===== config.mk =====
export PLATFORM = sky130hd
export DESIGN_NAME = ifmap_stream_framer
export DESIGN_NICKNAME = d
export VERILOG_FILES = /design/src/rtl/ifmap_stream_framer_pkg.sv /design/src/rtl/framer_skid_fifo.sv /design/src/rtl/ifmap_stream_framer.sv
export SDC_FILE = /design/constraint.sdc
export NUM_CORES = 1
export LEC_CHECK = 0
export ABC_AREA = 1
export CAP_MARGIN = 20
export CORE_ASPECT_RATIO = 0.5
export CORE_MARGIN = 10
export CORE_UTILIZATION = 30
export DETAILED_ROUTE_END_ITERATION = 10
export SYNTH_ARGS = -nofsm -noshare
export SYNTH_HDL_FRONTEND = slang
export SYNTH_HIERARCHICAL = 1
export SYNTH_SLANG_ARGS = --single-unit
export TNS_END_PERCENT = 100

===== constraint.sdc =====
create_clock -name clk -period 2.3 [get_ports clk]
set_input_delay 0.46 -clock clk [delete_from_list [all_inputs] [get_ports clk]]
set_output_delay 0.46 -clock clk [all_outputs]
set_load 0.01 [all_outputs]

===== src/rtl/ifmap_stream_framer_pkg.sv =====
// Shared definitions for the tagged ifmap stream: word layout and framer states.
// The consumer-side unpack uses the same START_BIT/END_BIT indices.
package ifmap_stream_framer_pkg;

    localparam int IFMAP_DATA_WIDTH = 16;
    localparam int FRAME_W          = IFMAP_DATA_WIDTH + 2;
    localparam int START_BIT        = IFMAP_DATA_WIDTH + 1;
    localparam int END_BIT          = IFMAP_DATA_WIDTH;

    typedef enum logic [1:0] {
        ST_IDLE   = 2'd0,
        ST_RUN    = 2'd1,
        ST_DRAIN  = 2'd2,
        ST_FINISH = 2'd3
    } frame_state_t;

endpackage


===== src/rtl/framer_skid_fifo.sv =====
// Two-entry holding FIFO with an empty-bypass path, so a word landing while
// the FIFO is empty and the consumer is ready leaves in the same cycle.
module framer_skid_fifo #(
    parameter int WIDTH = 18
) (
    input  logic             clk,
    input  logic             rst,
    input  logic             push,
    input  logic [WIDTH-1:0] push_data,
    input  logic             out_ready,
    output logic             out_valid,
    output logic [WIDTH-1:0] out_data,
    output logic [1:0]       count
);

    logic [WIDTH-1:0] mem [2];
    logic             wr_ptr;
    logic             rd_ptr;
    logic [1:0]       count_q;
    logic             pop;
    logic             bypass;
    logic             store;
    logic             retire;

    assign out_valid = (count_q != 2'd0) || push;
    assign out_data  = (count_q != 2'd0) ? mem[rd_ptr] : (push ? push_data : '0);
    assign pop       = out_valid && out_ready;
    // A bypassed word never touches the storage, so pointers stay put.
    assign bypass    = (count_q == 2'd0) && push && pop;
    assign store     = push && !bypass;
    assign retire    = pop && !bypass;
    assign count     = count_q;

    always_ff @(posedge clk or negedge rst) begin
        if (!rst) begin
            mem[0]  <= '0;
            mem[1]  <= '0;
            wr_ptr  <= 1'b0;
            rd_ptr  <= 1'b0;
            count_q <= 2'd0;
        end else begin
            if (store) begin
                mem[wr_ptr] <= push_data;
                wr_ptr      <= ~wr_ptr;
            end
            if (retire) begin
                rd_ptr <= ~rd_ptr;
            end
            count_q <= count_q + {1'b0, store} - {1'b0, retire};
        end
    end

endmodule


===== src/rtl/ifmap_stream_framer.sv =====
// Reads an ifmap frame row by row from a synchronous SRAM, tags each element
// with start/end-of-row bits and streams the words into the ifmap circular_buffer.
module ifmap_stream_framer
    import ifmap_stream_framer_pkg::*;
#(
    parameter int DATA_WIDTH = IFMAP_DATA_WIDTH,
    parameter int ADDR_WIDTH = 8,
    parameter int LEN_WIDTH  = 5
) (
    input  logic                  clk,
    input  logic                  rst,
    input  logic                  start,
    input  logic [ADDR_WIDTH-1:0] base_addr,
    input  logic [ADDR_WIDTH-1:0] row_stride,
    input  logic [LEN_WIDTH-1:0]  row_len,
    input  logic [LEN_WIDTH-1:0]  num_rows,
    output logic                  src_rd_en,
    output logic [ADDR_WIDTH-1:0] src_addr,
    input  logic [DATA_WIDTH-1:0] src_data,
    input  logic                  buf_full,
    output logic                  buf_write_en,
    output logic [DATA_WIDTH+1:0] buf_data,
    output logic                  busy,
    output logic                  done
);

    localparam logic [LEN_WIDTH-1:0] LEN_ONE = LEN_WIDTH'(1);

    frame_state_t          state_q;
    frame_state_t          state_d;
    logic [ADDR_WIDTH-1:0] stride_q;
    logic [LEN_WIDTH-1:0]  row_len_q;
    logic [LEN_WIDTH-1:0]  num_rows_q;
    logic [LEN_WIDTH-1:0]  col_q;
    logic [LEN_WIDTH-1:0]  row_q;
    logic [ADDR_WIDTH-1:0] row_base_q;
    logic                  in_flight_q;
    logic [1:0]            tag_q;
    logic [1:0]            fifo_count;
    logic                  fifo_valid;
    logic                  rd_issue;
    logic                  last_col;
    logic                  last_row;
    logic                  accept;
    logic                  drained;

    assign accept   = (state_q == ST_IDLE) && start;
    assign last_col = (col_q == row_len_q - LEN_ONE);
    assign last_row = (row_q == num_rows_q - LEN_ONE);
    // Counting the in-flight read guarantees its landing slot in the FIFO.
    assign rd_issue = (state_q == ST_RUN) &&
                      (({1'b0, fifo_count} + {2'b00, in_flight_q}) < 3'd2);

    assign src_rd_en    = rd_issue;
    assign src_addr     = rd_issue ? (row_base_q + ADDR_WIDTH'(col_q)) : '0;
    assign buf_write_en = fifo_valid && !buf_full;

    // Look one cycle ahead so done lands right after the final write.
    assign drained = in_flight_q ? ((fifo_count == 2'd0) && buf_write_en)
                                 : ((fifo_count == 2'd0) ||
                                    ((fifo_count == 2'd1) && buf_write_en));

    always_ff @(posedge clk or negedge rst) begin
        if (!rst) begin
            state_q <= ST_IDLE;
        end else begin
            state_q <= state_d;
        end
    end

    always_comb begin
        state_d = state_q;
        busy    = 1'b0;
        done    = 1'b0;
        case (state_q)
            ST_IDLE: begin
                if (start) begin
                    if ((row_len == '0) || (num_rows == '0)) begin
                        state_d = ST_FINISH;
                    end else begin
                        state_d = ST_RUN;
                    end
                end
            end
            ST_RUN: begin
                busy = 1'b1;
                if (rd_issue && last_col && last_row) begin
                    state_d = ST_DRAIN;
                end
            end
            ST_DRAIN: begin
                busy = 1'b1;
                if (drained) begin
                    state_d = ST_FINISH;
                end
            end
            ST_FINISH: begin
                done    = 1'b1;
                state_d = ST_IDLE;
            end
            default: state_d = ST_IDLE;
        endcase
    end

    // Row base advances by the stride at each row wrap, avoiding a multiplier.
    always_ff @(posedge clk or negedge rst) begin
        if (!rst) begin
            stride_q    <= '0;
            row_len_q   <= '0;
            num_rows_q  <= '0;
            col_q       <= '0;
            row_q       <= '0;
            row_base_q  <= '0;
            in_flight_q <= 1'b0;
            tag_q       <= 2'b00;
        end else begin
            in_flight_q <= rd_issue;
            if (accept) begin
                stride_q   <= row_stride;
                row_len_q  <= row_len;
                num_rows_q <= num_rows;
                row_base_q <= base_addr;
                col_q      <= '0;
                row_q      <= '0;
            end else if (rd_issue) begin
                tag_q <= {col_q == '0, last_col};
                if (last_col) begin
                    col_q      <= '0;
                    row_q      <= row_q + LEN_ONE;
                    row_base_q <= row_base_q + stride_q;
                end else begin
                    col_q <= col_q + LEN_ONE;
                end
            end
        end
    end

    framer_skid_fifo #(
        .WIDTH(DATA_WIDTH + 2)
    ) u_skid_fifo (
        .clk       (clk),
        .rst       (rst),
        .push      (in_flight_q),
        .push_data ({tag_q, src_data}),
        .out_ready (!buf_full),
        .out_valid (fifo_valid),
        .out_data  (buf_data),
        .count     (fifo_count)
    );

endmodule


== Word-level counts from Yosys, hierarchy flattened ==
Cells that the tools add are included.

* Bits in registers: 81
* Latch bits: 0
* Bits in writable memories: 0
* ROM bits: 0
* Input bits: 46
* Output and inout bits: 30
* Logic and storage cells: 96
* Memories kept: 0

* Add/subtract/negate cells: 9
* Multipliers: 0
* Div/mod/pow operators: 0
* $lt $le $gt $ge: 4
* Equal/unequal tests: 9
* Shift-type cells: 0
* Multiplexer cells: 26
* Bitwise operators: 5
* Reductions and logical operators: 29

{| class="wikitable"
|+ Operator list
! cell !! number
|-
| 18-bit two-way mux || 6
|-
| 36-bit bitwise mux || 1
|-
| 8-bit two-way mux || 4
|-
| 5-bit two-way mux || 6
|-
| 18-bit demux with 1-bit select || 1
|-
| 5-bit zero test || 3
|-
| 1-bit logical AND || 12
|-
| 5-bit by 1-bit adder with 5-bit output (second input constant) || 2
|-
| 5-bit == test || 2
|-
| 5-bit by 1-bit subtractor with 5-bit output (second input constant) || 2
|-
| 8-bit by 5-bit adder with 8-bit output || 1
|-
| 8-bit adder || 1
|-
| 2-bit two-way mux || 4
|-
| 2-bit one-hot mux with 4 select lines || 1
|-
| 2-bit nonzero test || 3
|-
| 2-bit by 1-bit == test with 1-bit output (second input constant) || 2
|-
| 2-bit == test (second input constant) || 2
|-
| 2-bit >= comparator (second input constant) || 2
|-
| 2-bit zero test || 2
|-
| 2-bit != test (second input constant) || 2
|-
| 1-bit NOT with 2-bit output || 2
|-
| 2-bit AND reduction || 2
|-
| 2-bit by 1-bit adder with 3-bit output || 1
|-
| 1-bit logical OR || 3
|-
| other kinds (10) || 15
|}

== Depth between registers and ports, before layout ==
* Word-level depth: 8
* Mapped depth: 14

== Hierarchy ==
The synthesis kept the hierarchy.

{| class="wikitable"
|+ By module, submodules not included
! module !! times used !! cells an instance !! area each (um^2) !! sequential area each (um^2)
|-
| ifmap_stream_framer || 1 || 396 || 2874.0 || 1026.0
|-
| framer_skid_fifo || 1 || 268 || 2137.0 || 1001.0
|}

== Worst setup path after synthesis ==
Ideal clock, no wire load.

* Path kind: register to output
* Start point: reg col_q[0]
* End point: out src_addr[6]
* Data arrival time: 1.592 ns
* Required time: 1.840 ns
* Setup slack: 0.248 ns
* Cell stages (with the launch flop): 8
* Buffers on the path: 0
* Cells stage by stage: dfrtp_1 > ha_1 > fa_1 > nand3_1 > nand3_1 > nand2_1 > a21boi_0 > a21oi_1

* Cells in the longest elaborated chain, start to end: 2

{| class="wikitable"
|+ RTL lines
! item !! line !! RTL
|-
| from (decl) || ifmap_stream_framer.sv:34 || <nowiki>logic [LEN_WIDTH-1:0] col_q;</nowiki>
|-
| from (signal assigned) || ifmap_stream_framer.sv:132 || <nowiki>col_q <= col_q + LEN_ONE;</nowiki>
|-
| 8-bit by 5-bit adder with 8-bit output || ifmap_stream_framer.sv:55 || <nowiki>assign src_addr = rd_issue ? (row_base_q + ADDR_WIDTH'(col_q)) : '0;</nowiki>
|-
| 8-bit two-way mux || ifmap_stream_framer.sv:55 ||
|-
| to (decl) || ifmap_stream_framer.sv:18 || <nowiki>output logic [ADDR_WIDTH-1:0] src_addr,</nowiki>
|}

Every way passes these cells.

== Worst setup path in the final report ==
* Start point: reg row_base_q[0]
* End point: out src_addr[6]

* Cells in the longest elaborated chain, start to end: 2

{| class="wikitable"
|+ RTL lines
! item !! line !! RTL
|-
| from (decl) || ifmap_stream_framer.sv:36 || <nowiki>logic [ADDR_WIDTH-1:0] row_base_q;</nowiki>
|-
| from (signal assigned) || ifmap_stream_framer.sv:122 || <nowiki>row_base_q <= base_addr;</nowiki>
|-
| from (signal assigned) || ifmap_stream_framer.sv:130 || <nowiki>row_base_q <= row_base_q + stride_q;</nowiki>
|-
| 8-bit by 5-bit adder with 8-bit output || ifmap_stream_framer.sv:55 ||
|-
| 8-bit two-way mux || ifmap_stream_framer.sv:55 ||
|}

Every way passes these cells.

==> results.md <==
* Outcome: complete, but fails checks
* Failing checks: negative setup slack
* Power per cell area at about 1400 mW/mm2
* Critical path startpoint category: flip-flop
* Max Cap Viol at 0
* FILL cells at around 1,700
* Initial antenna violation count at 0
* TritonCTS clock tree: done
* Yosys cell types at 34
* Tmin final at approximately 2400 ps
* Final setup margin at -52.07 ps
* Final #Nets at between 800 and 900
* Post-Layout Cell Count at around 1,000
* Htree depth at 3
* Post-synthesis async set-or-reset flop share at 1.000
* 1st-pass router iterations at 5
* Die area at about 0.023 mm2
* Rows at 33
* Synth-to-Final Area Change at 31.36%
* Iter 0 DRT Violations at between 300 and 400
* Leakage power at around 3.3 nW
* CP dominant cell by count: nand3_2
* Peak supply drop at roughly 0.00056 V
* Critical path data required time at approximately 1800 ps
* Clk root buf: clkbuf_16
* IO Pins at 76
* Crit path kind: reg -> out
* Diode count at 0
* Global route total overflow at 0
* # DRC at 0
* Post-route clock skew at 8.704 ps
* Final HPWL DP at 9893 um
* HP Class: in -> async
* Post-synthesis cell count at around 660
* Top cells by area, synth: dfrtp_1 40%, nand2_1 16%, o21ai_0 6.0%, ha_1 5.7%, nand3_1 5.1%
* Longest Clk Path Bufs at 2
* Hold Fails Final Rpt at 0
* Area leader, netlist: dfrtp_1
* Chip width at about 200 um
* Post-route setup TNS at -132.2 ps
* ANT nets after route at 0
* Most frequent cells in the layout: 211 x nand2_1, 80 x dfrtp_1, 56 x inv_1, 53 x o21ai_0, 48 x nand3_1
* Yosys warning count at 6
* Crit-path max FO at 2
* Via density at 4.670
* Dpl ws at -194.9 ps
* Final period util at 1.023
* RSZ-0062 raised after global routing: true
* Largest stage delay on the critical path at between 300 and 400 ps
* Largest net degree at the start of global routing at 47
* First-pass GRT wire length at between 20,000 and 25,000 um
* Yosys top cell area share at 0.4045
* Share of layout cells above drive strength 1 at 0.1508
* Max Slew Vio Count at 0
* Dpl cells at between 900 and 1,000
* Core area at approximately 0.016 mm2
* Arr. time, crit path at 1890 ps
* Crit-path cells: ha_2 -> fa_2 -> nand3_2 -> nand3_2 -> nand2_2 -> a21boi_2 -> o21ai_1 -> a21oi_1 -> buf_2
* Final Wtd Congestion at 0.8415
* Slew HR at 0.5830
* Vias in the first global route at 4,640
* Worst-path clk slew at 70 ps
* WHS at approximately 140 ps
* Slew @ Worst Pin at approximately 630 ps
* Final setup violating endpoints at 4
* Mapped cell area at between 0.005 and 0.006 mm2
* Register area at 0.002028 mm2
* Starting Density at 0.3057
* Yosys reg bits at between 80 and 90
* EDFF count, synth at 0
* Final WL at around 14,000 um
* Post-Syn Nets at ~740
* Area of the multi-input gates at about 0.0026 mm2
* I/O Buffers at 75
* Critical path's slowest cell: dfrtp_1
* CP Capture Type: output pin
* Power Total at approximately 0.009 W
* Main synth FF type: dfrtp_1
* Most common cell after layout, fill and taps aside: nand2_1
* Via count at approximately 4,700
* CTS Buf Count at 9
* Mean Syn Cell Area at between 7 and 8 um2
* DIE HEIGHT at 111.4 um
* Clock Latency Late Sink at roughly 340 ps
* Total track usage at 0.1218
* Routed len/inst at around 14 um
* Seq/Total Area, Yosys at 0.4045
* CTS sink count at between 80 and 90
* Max Fclk at ~0.43 GHz
routing by layer:
layer | vias to the layer above | global-route usage | wire (um)
met4 | 0 | 0.02717 | 118
li1 | 2404 | - | -
met1 | 2184 | 0.1579 | 6525
met3 | 11 | 0.02691 | 566
met5 | - | 0 | 0
met2 | 85 | 0.2034 | 6645
stage by stage:
stage	area (um2)	utilization
finish	6583	0.4016
global route	6583	0.4016
CTS	6480	0.3953
detailed placement	6167	0.3762
global placement	6167	0.3762
floorplan	5011	-
report_power, final:
part / total (W) / switching (W) / internal, W / leakage [nW]
combinational: 0.00500 / 0.00290 / 0.00210 / 2.16
sequential: 0.00249 / 0.000450 / 0.00204 / 1.03
clock: 0.00147 / 0.000623 / 0.000851 / 0.139
kinds of logic after synthesis:
group	after synthesis	share of synthesized area
compound gates	90	0.09363
xor+xnor	17	0.02971
mux	1	0.001998
fa+ha+maj	25	0.06542
simple gates	359	0.3203
flops	81	0.4045
buf+inv	91	0.08440
worst paths after layout:
path                                            startpoint                              end  slack, ps  cells after the start
setup / recovery                 row_base_q[0]$_DFFE_PN0P_                      src_addr[6]        -50                      9
hold / removal                                         rst  u_skid_fifo/mem[15]$_DFFE_PN0P_        140                      1
setup reg to reg            u_skid_fifo/count[0]$_DFF_PN0_  u_skid_fifo/mem[18]$_DFFE_PN0P_        390                      9
hold reg to reg            u_skid_fifo/mem[22]$_DFFE_PN0P_  u_skid_fifo/mem[22]$_DFFE_PN0P_        470                      2
max in group asynchronous                              rst             col_q[1]$_DFFE_PN0P_       1560                      2
min in group clk           u_skid_fifo/mem[22]$_DFFE_PN0P_  u_skid_fifo/mem[22]$_DFFE_PN0P_        470                      2
registers in the layout (all words and copies together), names as in the netlist:
register,count
u_skid_fifo/mem,36
row_base_q,8
stride_q,8
col_q,5
num_rows_q,5
row_len_q,5
row_q,5
state_q,2
tag_q,2
u_skid_fifo/count,2
in_flight_q,1
u_skid_fifo/rd_ptr,1
u_skid_fifo/wr_ptr,1
what timing repair did:
item	in CTS	in global routing
pin swaps	0	8
setup buffers	0	10
setup endpoints to repair	27	14
resized for setup	62	43
hold buffers	0	0
final cells by class:
cell class	count	share of cell area
inverter	62	0.03669
timing repair buffer	125	0.1656
clock inverter	7	0.01197
sequential	81	0.3081
clock buffer	9	0.03421
multi-input combinational	492	0.4003
tap	227	0.04315
Yosys cell counts, types with 4 or more instances:
library cell,instances
o21ai_0,60
xor2_1,8
inv_1,57
or2_2,4
xnor2_1,9
o22ai_1,6
buf_2,11
buf_6,7
clkbuf_1,6
dfrtp_1,81
nand4_1,40
ha_1,23
nor2_1,37
nand3_1,51
a21oi_1,15
nand2_1,213
o21ai_1,4
nand3_2,4
buf_4,4
worst max-delay path, delay by kind of cell (launching register included):
kind                       cells  cell delay (ps)
adders and majority gates      2              560
DFF                            1              390
buffers and inverters          1              150
and+or+nand+nor                3              230
AOI/OAI and AO/OA              3              230
No activity file was read; power rests on OpenSTA's default activity.
==> variant 1: new RTL, config.mk and constraints unchanged <==
Re-encode `frame_state_t` (4 states) as one-hot, 4 bits wide.
--- a/src/rtl/ifmap_stream_framer_pkg.sv
+++ b/src/rtl/ifmap_stream_framer_pkg.sv
@@ -7,11 +7,11 @@
     localparam int START_BIT        = IFMAP_DATA_WIDTH + 1;
     localparam int END_BIT          = IFMAP_DATA_WIDTH;
 
-    typedef enum logic [1:0] {
-        ST_IDLE   = 2'd0,
-        ST_RUN    = 2'd1,
-        ST_DRAIN  = 2'd2,
-        ST_FINISH = 2'd3
+    typedef enum logic [3:0] {
+        ST_IDLE   = 4'b0001,
+        ST_RUN    = 4'b0010,
+        ST_DRAIN  = 4'b0100,
+        ST_FINISH = 4'b1000
     } frame_state_t;
 
 endpackage
Behaviour: same outputs for any inputs over 4 cycles, from zero or initial values and one cycle with rst low; so few cycles prove little.
==> variant 1 against the original RTL <==
- the run still ends with negative setup slack left
- area after synthesis up 0.27%
- worst setup slack worse by 150 ps
- sequential cell count up 2
- power down 5.6%
- routed wire length up 1.3%
- final area up 0.95%
- sequential share of layout area up 0.50 points
- combinational power down 13%
==> variant 1: results <==
finish:
  drive_gt1_share_pct: 15.6
  fin_nets: 823
global_routing:
  grt_pass1_wl_microns: 23800
  grt_util_all_layers_pct: 12.5
  grt_pass1_vias: 4742
  grt_max_degree: 45
placed_design:
  gp_congestion: 0.785
  placed_cell_area_sq_mm: 0.00612
  dp_hpwl_microns: 9570
  place_ws_ps: -322
sta:
  final.setup.tns_ps: -491
  setup_viol: 5
  fin_ws_ps: -202
  fin_skew_ps: 5.72
synthesis:
  seq_area_frac_synth_pct: 41.4
  synth_nets: 725
  ys_types: 39
  synth_area_leaders: "dfrtp_1 (41%), nand2_1 (16%), o21ai_0 (6.7%), nand4_1 (4.6%), ha_1 (4.5%)"
  netlist_top_cells_count: "nand2_1 (215), dfrtp_1 (82), o21ai_0 (67)"
worst_setup_path:
  critPathMaxFanout: 3
  cp.arrival_ps: 2040
power:
  ir_drop_v: 0.000408
detailed_routing:
  wl_per_cell_microns: 14.2
  drt_iter0_drc: 312
  vias_per_cell: 4.71
outcome:
  status: "finished, violations left"
  violations: "negative setup slack"
-- variant 1: changes by cell type after synthesis, moves of 4 or more --
cell     unedited run  this run
nand3_1            51        43
o21ai_0            60        67
o22ai_1             6         2
inv_1              57        51
xnor2_1             9         5
inv_2               3         7
ha_1               23        18
-- variant 1: critical path, stage by stage, from the launching register on --
cell,delay [ps]
dfrtp_1,410
ha_4,180
fa_2,360
nand2_2,70
inv_2,40
o21ai_2,120
nand2_2,90
nand2_2,70
a21oi_2,60
o21ai_1,120
a21oi_1,40
buf_2,150
-- variant 1: cell type report --
cell class              instances  area [sq um]  area share (%)
repair buffers                116          1080            16.3
inverters                      59           225            3.39
flip-flops and latches         83          2080            31.3
clock inverters                 5          83.8            1.26
well taps                     227           284            4.27
multi-input cells             488          2640            39.7
clock buffers                  11           253            3.80
-- variant 1: metrics by stage --
| step | utilization [%] | std cells | hold slack (ps) |
|---|---|---|---|
| final | 40.5 | 989 | 5.36 |
| after floorplan | - | 659 | 164 |
| after global placement | 37.4 | 962 | 379 |
| after global routing | 40.5 | 989 | 13.7 |
| after detailed placement | 37.4 | 962 | 379 |
| after CTS | 40.2 | 987 | 5.98 |
-- variant 1: final timing paths --
path                                     start                  end  depth (start not counted)
max                                   col_q[0]          src_addr[6]                         11
min reg2reg                u_skid_fifo/mem[18]  u_skid_fifo/mem[18]                          2
min                                        rst  u_skid_fifo/mem[31]                          1
min in group clk           u_skid_fifo/mem[18]  u_skid_fifo/mem[18]                          2
max reg2reg                       row_len_q[0]        row_base_q[0]                         12
max in group asynchronous                  rst   u_skid_fifo/mem[1]                          2
-- variant 1: logic make-up (layout without fill, tap and decap cells) --
logic type	after synthesis	after routing	share of synthesized area (%)
AND/OR/NAND/NOR	358	358	32.1
AO/OA/AOI/OAI	94	94	10.1
buffers and inverters	88	191	8.34
adder cells (fa/ha/maj)	20	20	5.28
flip-flops	83	83	41.4
XOR/XNOR	16	16	2.79
-- variant 1: routing by layer --
layer	up-vias	track usage, %	routed length (microns)
met5	-	0	0
met4	0	3.46	172
met3	19	3.33	778
met2	98	21.0	6620
met1	2188	15.5	6460
li1	2358	-	-
-- variant 1: where the power goes --
part	total [W]	internal, W	switching, W
clock	0.00164	0.00101	0.000626
sequential	0.00250	0.00205	0.000442
combinational	0.00433	0.00179	0.00254
total	0.00846	0.00486	0.00360
-- variant 1: timing repair --
action	4_1_cts	5_1_grt
pin swaps	8	13
hold buffers	0	0
setup endpoints to repair	29	8
resized for setup	76	16
endpoints found under the hold margin	0	0
cloned	1	0
setup buffers	8	3
==> variant 2: new RTL, same settings <==
Without the edit above. `ADDR_WIDTH`: 8 -> 7.
--- a/src/rtl/ifmap_stream_framer.sv
+++ b/src/rtl/ifmap_stream_framer.sv
@@ -4,7 +4,7 @@
     import ifmap_stream_framer_pkg::*;
 #(
     parameter int DATA_WIDTH = IFMAP_DATA_WIDTH,
-    parameter int ADDR_WIDTH = 8,
+    parameter int ADDR_WIDTH = 7,
     parameter int LEN_WIDTH  = 5
 ) (
     input  logic                  clk,
Ports: changed (resized base_addr, row_stride and src_addr); port bits go from 76 to 73. No check against the original RTL was run, so the function may have changed too.
==> variant 2 against the original RTL <==
- the run still ends with negative setup slack left
- sequential cell count down 2
- routed wire length down 3.0%
- critical path depth up 3
- area after synthesis down 3.3%
- power down 0.92%
- worst setup slack worse by 260 ps
- critical path type unchanged
- final area down 3.2%
- sequential share of layout area up 0.26 points
==> variant 2: results <==
hold_path:
  hp-class: "reg2reg"
sta:
  fin_skew_ps: 7.90
  fin_ws_ps: -308
  worst_slew_pin_slew_ps: 636
  setup_viol: 4
  fin_hold_ws_ps: 469
synthesis:
  ys_types: 35
  synth_nets: 708
  netlist_top_cells_count: "nand2_1 (202), dfrtp_1 (79), o21ai_0 (57)"
  seq_area_frac_synth_pct: 40.8
  synth-xor-area-share_pct: 2.71
  synth_area_leaders: "dfrtp_1 (41%), nand2_1 (16%), o21ai_0 (5.9%), ha_1 (5.7%), nand4_1 (5.4%)"
  muxShareOfSynthArea_pct: 0.207
  synth_fa_ha_area_share_pct: 6.51
worst_setup_path:
  cp_common_cell: "nor2_1"
  r2r_end: "row_base_q[4]"
  cp.arrival_ps: 2150
  r2r-start: "row_base_q[0]"
  critPathLaunch: "col_q[0]"
power:
  switching_share_pct: 44.3
  pwr-share-clk_pct: 17.1
  ir_drop_v: 0.000531
  power_density_mw_per_mm2: 1390
  seq_power_share_pct: 28.0
  leakagePower_nw: 3.22
finish:
  fin_nets: 806
  top_regs: "u_skid_fifo/mem x36, row_base_q x7, stride_q x7"
detailed_routing:
  drt_iter0_drc: 206
  wl_per_cell_microns: 14.2
  vias_per_cell: 4.78
outcome:
  violations: "negative setup slack"
  status: "finished, violations left"
global_routing:
  grt_pass1_vias: 4471
  grt_max_degree: 45
  grt_util_all_layers_pct: 12.3
placed_design:
  placed_cell_area_sq_mm: 0.00595
  dp_hpwl_microns: 9440
## variant 2: stage by stage
stage	TNS [ps]	cells	worst slack [ps]
6_report	-757	947	-308
5_1_grt	-1330	947	-465
4_1_cts	-741	944	-333
3_5_place_dp	-1300	922	-518
3_3_place_gp	-1100	922	-451
2_1_floorplan	0	640	23.4
## variant 2: area by class of cell
| class | count | area (sq um) |
|---|---|---|
| fillers | 1590 | 9250 |
| multi-input cells | 474 | 2510 |
| flip-flops and latches | 79 | 1980 |
| repair buffers | 115 | 1090 |
| well taps | 204 | 255 |
| clock buffers | 9 | 225 |
| inverters | 59 | 224 |
| clock inverters | 7 | 86.3 |
## variant 2: repair_timing
item	CTS	global route
buffers inserted	4	4
hold buffers	1	0
setup endpoints to repair	27	13
gates cloned	1	0
gates resized for setup	56	11
hold endpoints to repair	14	0
pin swaps	5	10
## variant 2: layer usage
metal  wire length, microns  track usage (%)
met4                    127             3.01
met3                    730             3.39
met5                      0                0
met2                   6290             20.8
met1                   6300             15.4
